File: config.mk
export PLATFORM = sky130hd
export DESIGN_NAME = ce_gen_multi_flat
export DESIGN_NICKNAME = d
export VERILOG_FILES = /design/src/rtl/ce_gen_multi_if.sv /design/src/rtl/ce_gen_multi.sv /design/src/flat_wrapper.sv
export SDC_FILE = /design/constraint.sdc
export NUM_CORES = 1
export LEC_CHECK = 0
export ABC_CLOCK_PERIOD_IN_PS = 3200
export CAP_MARGIN = 10
export CELL_PAD_IN_SITES_DETAIL_PLACEMENT = 0
export CELL_PAD_IN_SITES_GLOBAL_PLACEMENT = 1
export CORE_ASPECT_RATIO = 1.5
export CORE_MARGIN = 2
export CORE_UTILIZATION = 33
export CTS_CLUSTER_SIZE = 40
export DETAILED_ROUTE_END_ITERATION = 8
export DONT_BUFFER_PORTS = 1
export GPL_TIMING_DRIVEN = 0
export PLACE_DENSITY = 0.69
export SLEW_MARGIN = 20
export SYNTH_ARGS = -nofsm -noshare
export SYNTH_HDL_FRONTEND = slang
export SYNTH_SLANG_ARGS = --single-unit
File: constraint.sdc
create_clock -name iClk -period 3.2 [get_ports iClk]
set_input_delay 0.64 -clock iClk [delete_from_list [all_inputs] [get_ports iClk]]
set_output_delay 0.64 -clock iClk [all_outputs]
set_load 0.02 [all_outputs]
File: src/rtl/ce_gen_multi_if.sv
// Control/status bundle for the multi-channel clock-enable generator.
interface ce_gen_multi_if #(
  parameter int unsigned NUM_CH = 4,
  parameter int unsigned CH_W   = 2,
  parameter int unsigned CNT_W  = 24
);
  logic              iEn;
  logic              iSync;
  logic              iWr;
  logic [CH_W-1:0]   ivWrCh;
  logic [CNT_W-1:0]  ivWrDiv;
  logic [NUM_CH-1:0] oCE;
  logic [NUM_CH-1:0] ovTgl;
  logic [NUM_CH-1:0] ovPending;

  modport master (
    output iEn, iSync, iWr, ivWrCh, ivWrDiv,
    input  oCE, ovTgl, ovPending
  );

  modport slave (
    input  iEn, iSync, iWr, ivWrCh, ivWrDiv,
    output oCE, ovTgl, ovPending
  );
endinterface

File: src/rtl/ce_gen_multi.sv
// Multi-channel clock-enable generator: per-channel programmable divisor,
// shadowed reload at the period boundary, global hold and phase realignment.
module ce_gen_multi #(
  parameter int unsigned NUM_CH      = 4,
  parameter int unsigned CH_W        = 2,
  parameter int unsigned CNT_W       = 24,
  parameter int unsigned DEFAULT_DIV = 12500000
) (
  input logic           iClk,
  input logic           iRst,
  ce_gen_multi_if.slave bus
);

  localparam logic [CNT_W-1:0] DIV_RST = CNT_W'(DEFAULT_DIV);
  localparam logic [CNT_W-1:0] ONE     = CNT_W'(1);

  logic [NUM_CH-1:0][CNT_W-1:0] cnt_q, cnt_d;
  logic [NUM_CH-1:0][CNT_W-1:0] div_q, div_d;
  logic [NUM_CH-1:0][CNT_W-1:0] shadow_q, shadow_d;
  logic [NUM_CH-1:0]            ce_q, ce_d;
  logic [NUM_CH-1:0]            tgl_q, tgl_d;
  logic [NUM_CH-1:0]            pend_q, pend_d;

  // Next-state: sync realign, disabled channel, count/terminal, then write capture.
  always_comb begin
    cnt_d    = cnt_q;
    div_d    = div_q;
    shadow_d = shadow_q;
    ce_d     = '0;
    tgl_d    = tgl_q;
    pend_d   = pend_q;
    for (int i = 0; i < int'(NUM_CH); i++) begin
      if (bus.iSync) begin
        cnt_d[i] = '0;
        tgl_d[i] = 1'b0;
        if (pend_q[i]) begin
          div_d[i]  = shadow_q[i];
          pend_d[i] = 1'b0;
        end
      end else if (div_q[i] == '0) begin
        // Disabled channel picks up a pending divisor on the next edge, even in hold.
        cnt_d[i] = '0;
        if (pend_q[i]) begin
          div_d[i]  = shadow_q[i];
          pend_d[i] = 1'b0;
        end
      end else if (bus.iEn) begin
        if (cnt_q[i] == div_q[i] - ONE) begin
          cnt_d[i] = '0;
          ce_d[i]  = 1'b1;
          tgl_d[i] = ~tgl_q[i];
          if (pend_q[i]) begin
            div_d[i]  = shadow_q[i];
            pend_d[i] = 1'b0;
          end
        end else begin
          cnt_d[i] = cnt_q[i] + ONE;
        end
      end
      // Channel numbers >= NUM_CH never match any loop index, so they are dropped.
      if (bus.iWr && (bus.ivWrCh == CH_W'(i))) begin
        shadow_d[i] = bus.ivWrDiv;
        pend_d[i]   = 1'b1;
      end
    end
  end

  // State register with synchronous reset.
  always_ff @(posedge iClk) begin
    if (iRst) begin
      cnt_q    <= '0;
      div_q    <= {NUM_CH{DIV_RST}};
      shadow_q <= '0;
      ce_q     <= '0;
      tgl_q    <= '0;
      pend_q   <= '0;
    end else begin
      cnt_q    <= cnt_d;
      div_q    <= div_d;
      shadow_q <= shadow_d;
      ce_q     <= ce_d;
      tgl_q    <= tgl_d;
      pend_q   <= pend_d;
    end
  end

  assign bus.oCE       = ce_q;
  assign bus.ovTgl     = tgl_q;
  assign bus.ovPending = pend_q;

endmodule
File: src/flat_wrapper.sv
// flat-port wrapper written by rule: the top's interface ports become plain ports
module ce_gen_multi_flat 
#(
  parameter int unsigned NUM_CH      = 4,
  parameter int unsigned CH_W        = 2,
  parameter int unsigned CNT_W       = 24,
  parameter int unsigned DEFAULT_DIV = 12500000
)
  (iClk, iRst, bus_iEn, bus_iSync, bus_iWr, bus_ivWrCh, bus_ivWrDiv, bus_oCE, bus_ovTgl, bus_ovPending);
  ce_gen_multi_if #(.NUM_CH(NUM_CH), .CH_W(CH_W), .CNT_W(CNT_W)) bus_i ();
  input logic iClk;
  input logic iRst;
  input wire logic [$bits(bus_i.iEn)-1:0] bus_iEn;
  input wire logic [$bits(bus_i.iSync)-1:0] bus_iSync;
  input wire logic [$bits(bus_i.iWr)-1:0] bus_iWr;
  input wire logic [$bits(bus_i.ivWrCh)-1:0] bus_ivWrCh;
  input wire logic [$bits(bus_i.ivWrDiv)-1:0] bus_ivWrDiv;
  output wire logic [$bits(bus_i.oCE)-1:0] bus_oCE;
  output wire logic [$bits(bus_i.ovTgl)-1:0] bus_ovTgl;
  output wire logic [$bits(bus_i.ovPending)-1:0] bus_ovPending;
  assign bus_i.iEn = bus_iEn;
  assign bus_i.iSync = bus_iSync;
  assign bus_i.iWr = bus_iWr;
  assign bus_i.ivWrCh = bus_ivWrCh;
  assign bus_i.ivWrDiv = bus_ivWrDiv;
  assign bus_oCE = bus_i.oCE;
  assign bus_ovTgl = bus_i.ovTgl;
  assign bus_ovPending = bus_i.ovPending;
  ce_gen_multi #(.NUM_CH(NUM_CH), .CH_W(CH_W), .CNT_W(CNT_W), .DEFAULT_DIV(DEFAULT_DIV)) u_core (.iClk(iClk), .iRst(iRst), .bus(bus_i));
endmodule
==> summary.txt, run 1 <==
Outcome
  – Status: finished with violations
  – Failing checks: negative setup slack

Timing
  – Finish-stage setup viols: 47
  – Worst Tran Pin Value: 1.16 ns
  – Final Max Tran Viols: 0
  – Final WS setup: -0.172 ns
  – Setup Skew: about 0.012 ns
  – Crit share post-route: 1.05
  – Relative slew slack: 0.229
  – Max Fclk: 297 MHz
  – Hold Vio Cnt, Final: 0
  – RSZ-0062 raised after global routing: yes
  – Min cycle time layout: 3.37 ns
  – Final Hold Slack: 0.188 ns

Synthesis
  – Area contributors post-synth: dfxtp_1, nand2_1, xnor2_1
  – Flip-flop and latch count after synthesis: 300
  – Syn nets: 2022
  – Number of library cell types mapped by synthesis: 71
  – Share of the synthesized area in the top cell type: 0.384
  – Leading area contributor after synthesis: dfxtp_1
  – Gate count of the mapped netlist: 1983
  – Synth Area per Inst: between 7 and 8 sq um
  – Ys Warns: 0
  – Most common cell in the synthesized netlist: nand2_1
  – Share of the yosys chip area belonging to registers: 0.384
  – Cell area after synthesis: 15700 sq um
  – Most used DFF post-synth: dfxtp_1
  – Async SR Flop Fraction: 0
  – Synth cell count leaders: nand2_1, dfxtp_1, nor2_1
  – Post-synth EDFFs: 0

Pwr
  – Combinational share of power: 0.063
  – Design internal power: 6.22 mW
  – Pwr Density: between 400 and 500 nW/um^2
  – Worst vdd ir: ~0.35 mV
  – Leak: 6.21 nW
  – Switching pwr: approximately 2 mW
  – Sequential power share: 0.470
  – Switch share: 0.246
  – Clock power frac: 0.466

Finish
  – Share of cells above drive strength 1: 0.127
  – NumNets Final: 2092
  – Final core utilization: 0.402
  – Antenna diodes: 0
  – Area Growth Syn to Fin: 20.1%
  – Design area: 18800 sq um
  – Final non-filler cell total: 2671
  – Fill count: approximately 4.7k

CTS
  – Clock buffer depth: 3
  – Clock Latency Late Sink: 0.58 ns
  – Clk root buf: clkbuf_16
  – TritonCTS Buffers: 31
  – Clock-pin slew on the worst setup and hold paths: roughly 0.060 ns
  – Number of H-tree levels: 1
  – CTS tree: yes
  – CTS sink count: 300

Route
  – Pre-antenna DRT Iters: 5
  – Post-Route WL: between 50 and 60 mm
  – Initial DRC count: roughly 820
  – Post-route ant nets: 0
  – Drt wl/cell: 18.8 um
  – Vias: 14.2k
  – Vias per Instance: 5.32
  – DR DRC count: 0

Global routing
  – Largest net degree at the start of global routing: 16
  – Met2 usage: 0.374
  – Most Used Layer, Global Route: met2
  – Routing usage on met3: 0.0346
  – M1 GR Usage: 0.215
  – GRT overflow: 0
  – GR Util All Layers: 0.198
  – First-pass GRT wire length: 77.5 mm
  – Initial antenna violation count: 0
  – Vias in the first global route: ~14k

Worst setup path
  – Crit start category: flip-flop
  – Worst setup path class: reg -> reg
  – Crit path capture type: flip-flop
  – Crit path largest cell delay: 0.54 ns
  – Req. time, crit path: 3.67 ns
  – Critical-path top delay cell: or4b_4
  – Worst-path fanout max: 5
  – Worst Path Arrival: 3.84 ns
  – Critical path, cell by cell: or4_4, or4_4, buf_12, or4b_4, a21oi_4, o211ai_1, nor4_4, or2_1, buf_6, buf_12, buf_8, nor2_1

Place
  – Port bufs: 0
  – Placed cells: between 2k and 3k
  – Dpl cell area: 16400 sq um
  – Routability cong.: 0.851
  – DP HPWL: 36.7 mm

Floorplanning
  – Core area: 46700 sq um
  – Die Y-Extent: 271 um
  – Initial Util: 0.335
  – Row count: 97
  – Die Span X: 182 um
  – Io pins: 43
  – Die area: 49200 sq um

Flow run
  – Max-cap viol count: 0

Min path
  – Hold Path Class: in -> reg
==> kinds of logic after synthesis <==
group                    synth area share
AO/OA/AOI/OAI                       0.128
buffers and inverters              0.0437
adder cells (fa/ha/maj)           0.00639
XOR/XNOR                            0.122
AND/OR/NAND/NOR                     0.281
multiplexers                       0.0352
flip-flops                          0.384
==> final timing paths <==
check | cells past startpoint | slack, ns | from | endpoint
min reg2reg | 2 | 0.45 | u_core.shadow_q[77] | u_core.shadow_q[77]
max reg2reg | 12 | -0.17 | u_core.div_q[29] | u_core.cnt_q[45]
max | 12 | -0.17 | u_core.div_q[29] | u_core.cnt_q[45]
min | 2 | 0.19 | bus_ivWrDiv[18] | u_core.shadow_q[42]
==> layout make-up <==
type,count,area [sq um],share of cell area
buffer,113,609,0.0324
clock buffer,37,858,0.0457
clock inverter,20,216,0.0115
inverter,36,135,0.00719
multi-input combinational,1514,9600,0.511
sequential,300,6050,0.322
tap,594,743,0.0395
timing repair buffer,57,584,0.0311
==> cells in the final DEF, fill, tap and decap left out, types with 48 or more instances in the layout <==
cell type  instances
a21oi_1          113
clkbuf_1          85
dfxtp_1          279
mux2i_1           55
nand2_1          352
nand4_1           48
nor2_1           224
nor3_1            51
xnor2_1          117
xor2_1            98
==> per-stage QoR <==
stage	TNS (ns)	power (mW)	setup WS, ns
after floorplan	0	4.27	0.00114
after CTS	-8.81	8.33	-0.245
after global placement	-120.41	4.42	-1.11
after global routing	-10.25	8.54	-0.255
after detailed placement	-135.80	4.43	-1.17
final	-5.01	8.26	-0.172
==> per-layer routing <==
metal	routed length [um]	up-vias
li1	-	7027
met3	2500	88
met1	19300	6792
met5	0	-
met4	1970	0
met2	26300	303
==> state kept, by name, summed over array words and instances (netlist names) <==
signal,cells
u_core.div_q,96
u_core.bus.oCE,4
u_core.shadow_q,96
u_core.bus.ovTgl,4
u_core.cnt_q,96
u_core.bus.ovPending,4
==> worst max-delay path, delay by kind of cell (launching register included) <==
family | cells | cell delay, ns
AOI/OAI and AO/OA | 2 | 0.33
and+or+nand+nor | 6 | 2.04
DFF | 1 | 0.36
buffers and inverters | 4 | 0.51
==> timing repair <==
| item | in CTS | in global routing |
|---|---|---|
| gates cloned | 6 | 1 |
| pin swaps | 18 | 36 |
| endpoints found under the setup margin | 201 | 187 |
| resized for setup | 112 | 108 |
| hold buffers | 0 | 0 |
| buffers inserted | 27 | 24 |
==> power groups by stage <==
stage	clock network (mW)	registers, mW	logic (mW)
CTS	3.94	3.88	0.505
floorplan	0	3.93	0.333
finish	3.85	3.89	0.524
detailed placement	0	3.96	0.467
global route	4.08	3.89	0.574
global placement	0	3.96	0.459
Power figures use the tool's default switching activity.
==> run 2, diff against run 1 <==
SLEW_MARGIN = default   (was 20)
==> results of run 2 <==
Final layout, timing and power as in run 1 (identical DEF).
==> run 3, diff against run 2 <==
CORE_UTILIZATION = 40   (was 33)
MAX_ROUTING_LAYER = met4   (was default)
PLACE_DENSITY = 0.8   (was 0.69)
==> summary.txt, run 3 (synthesized netlist as in run 1, its figures left out) <==
Outcome
  – Status: finished with violations (unchanged)
  – Failing checks: negative setup slack (unchanged)

CTS
  – Clock-pin slew on the worst setup and hold paths: 0.06 ns (about the same)
  – Hold Buf Count CTS: 0 (unchanged)
  – CTS sink count: 300 (unchanged)
  – Clock buffer depth: 3 (unchanged)
  – CTS tree: yes (unchanged)
  – Clock Latency Late Sink: 0.58 ns (about the same)
  – Clk root buf: clkbuf_16 (unchanged)
  – TritonCTS Buffers: 31 (unchanged)
  – Number of H-tree levels: 1 (unchanged)

Floorplanning
  – Core area: 38500 sq um (was 46700 sq um)
  – Initial Util: 0.406 (was 0.335)
  – Row count: 88 (was 97)
  – Io pins: 43 (unchanged)
  – Die area: 40800 sq um (was 49200 sq um)
  – Die Span X: 166 um (was 182 um)
  – Die Y-Extent: 246 um (was 271 um)

Route
  – Initial DRC count: 912 (was 824)
  – Post-Route WL: 48.4 mm (was 50.1 mm)
  – Post-route ant nets: 0 (unchanged)
  – Vias: 14.3k (was 14.2k)
  – Vias per Instance: 5.58 (was 5.32)
  – Pre-antenna DRT Iters: 7 (was 5)
  – Drt wl/cell: 18.9 um (was 18.8 um)
  – DR DRC count: 0 (unchanged)

Global routing
  – GRT overflow: 0 (unchanged)
  – M1 GR Usage: 0.264 (was 0.215)
  – Met2 usage: 0.423 (was 0.374)
  – First-pass GRT wire length: 76.0 mm (was 77.5 mm)
  – Vias in the first global route: 14.2k (was 13.8k)
  – Largest net degree at the start of global routing: 16 (unchanged)
  – GR Util All Layers: 0.242 (was 0.198)
  – Initial antenna violation count: 0 (unchanged)
  – Most Used Layer, Global Route: met2 (unchanged)
  – Routing usage on met3: 0.0394 (was 0.0346)

Worst setup path
  – Worst setup path class: reg -> reg (unchanged)
  – Crit path largest cell delay: 0.54 ns (about the same)
  – Crit path capture type: flip-flop (unchanged)
  – Worst Path Arrival: 3.75 ns (was 3.84 ns)
  – Worst-path fanout max: 8 (was 5)
  – Crit start category: flip-flop (unchanged)
  – Critical path, cell by cell: or4_4, or4_4, buf_6, or4b_4, a21oi_4, o211ai_1, nor4_4, or2_1, buf_6, buf_8, nor2_2 (was or4_4, or4_4, buf_12, or4b_4, a21oi_4, o211ai_1, nor4_4, or2_1, buf_6, buf_12, buf_8, nor2_1)
  – Critical-path top delay cell: or4_4 (was or4b_4)
  – Start of the worst register-to-register path: u_core.div_q[29] (unchanged)
  – Crit path from: u_core.div_q[29] (unchanged)
  – Req. time, crit path: 3.67 ns (about the same)

Finish
  – NumNets Final: 2088 (was 2092)
  – Share of cells above drive strength 1: 0.133 (was 0.127)
  – Antenna diodes: 0 (unchanged)
  – Final core utilization: 0.484 (was 0.402)
  – Most frequent cells in the layout: nand2_1, dfxtp_1, nor2_1 (unchanged)
  – Regs by FF count: u_core.cnt_q x96, u_core.div_q x96, u_core.shadow_q x96 (unchanged)
  – Most common cell after layout, fill and taps aside: nand2_1 (unchanged)
  – Design area: 18600 sq um (was 18800 sq um)
  – Area Growth Syn to Fin: 19.1% (was 20.1%)

Min path
  – Hold Path Class: in -> reg (unchanged)
  – Worst Min Path Start: bus_ivWrDiv[21] (was bus_ivWrDiv[18])

Timing
  – Max Fclk: 305 MHz (was 297 MHz)
  – Crit share post-route: 1.02 (was 1.05)
  – Finish-stage setup viols: 37 (was 47)
  – RSZ-0062 raised after global routing: yes (unchanged)
  – Min cycle time layout: 3.28 ns (was 3.37 ns)
  – Hold Vio Cnt, Final: 0 (unchanged)
  – Relative slew slack: 0.273 (was 0.229)
  – Final Max Tran Viols: 0 (unchanged)
  – Setup Skew: 0.0121 ns (was 0.0122 ns)
  – Final WS setup: -0.0794 ns (was -0.172 ns)
  – Worst Tran Pin Value: 1.09 ns (was 1.16 ns)

Pwr
  – Combinational share of power: 0.063 (about the same)
  – Design internal power: 6.11 mW (was 6.22 mW)
  – Pwr Density: 435 nW/um^2 (was 439 nW/um^2)
  – Sequential power share: 0.479 (was 0.470)
  – Switching pwr: 2.00 mW (was 2.03 mW)
  – Clock power frac: 0.458 (was 0.466)
  – Switch share: 0.247 (was 0.246)
  – Worst vdd ir: 0.386 mV (was 0.348 mV)
  – Power, Total: 8.12 mW (was 8.26 mW)
  – Leak: 6.17 nW (was 6.21 nW)

Place
  – Routability cong.: 0.911 (was 0.851)
  – DP HPWL: 35.2 mm (was 36.7 mm)
  – Port bufs: 0 (unchanged)
  – Dpl cell area: 16300 sq um (was 16400 sq um)

Flow run
  – Max-cap viol count: 0 (unchanged)
run 3: cell count changes in the layout (fill, tap and decap cells not counted), moves of 4 or more:
| cell | before | now |
|---|---|---|
| nand2_2 | 3 | 10 |
| clkbuf_2 | 1 | 5 |
| nand2_1 | 352 | 343 |
| buf_4 | 40 | 33 |
| nor2_1 | 224 | 216 |
| o311ai_2 | 4 | 8 |
| buf_6 | 13 | 23 |
| nor2_2 | 6 | 13 |
| o311ai_0 | 12 | 5 |
run 3: timing repair:
item | 4_1_cts | 5_1_grt
pin swaps | 55 | 31
setup buffers | 30 | 15
cloned | 9 | 1
resized for setup | 159 | 108
setup endpoints to repair | 201 | 187
run 3: final timing paths:
path / slack [ns] / depth (start not counted) / endpoint
max reg2reg: -0.08 / 11 / u_core.cnt_q[35]
min: 0.19 / 2 / u_core.shadow_q[45]
min reg2reg: 0.45 / 2 / u_core.div_q[50]
max: -0.08 / 11 / u_core.cnt_q[35]
run 3: final cells by class:
| cell class | count | area, sq um |
|---|---|---|
| clock buffer | 41 | 863 |
| buffer | 113 | 579 |
| timing repair buffer | 53 | 527 |
| sequential | 300 | 6050 |
| multi-input combinational | 1514 | 9720 |
| clock inverter | 15 | 160 |
| fill | 3793 | 19900 |
| tap | 495 | 619 |
| inverter | 36 | 135 |
run 3: layer usage:
metal | wire [um] | part of all wire
met1 | 18900 | 0.39
met2 | 24700 | 0.51
met3 | 2400 | 0.050
met5 | 0 | 0
met4 | 2420 | 0.050
run 3: power by group through the flow:
stage / Combinational (mW) / Sequential (mW) / Clock [mW]
finish: 0.510 / 3.89 / 3.72
detailed placement: 0.457 / 3.96 / 0
global placement: 0.448 / 3.96 / 0
floorplan: 0.333 / 3.93 / 0
global route: 0.561 / 3.89 / 3.93
CTS: 0.492 / 3.88 / 3.79
run 3: critical path: cells and delay by family (launching register included):
family	cells	cell delay, ns
compound gates	2	0.29
flops	1	0.35
simple gates	6	2.07
buf+inv	3	0.46
run 3: stage by stage:
stage               instances  setup WS (ns)  setup TNS (ns)  hold WS, ns
floorplan                1983        0.00114               0        0.432
global placement         2478          -1.07         -111.34        0.442
detailed placement       2478          -1.11         -126.06        0.444
CTS                      2561         -0.180           -6.90        0.160
global route             2567         -0.186           -9.02        0.164
finish                   2567        -0.0794           -1.68        0.186
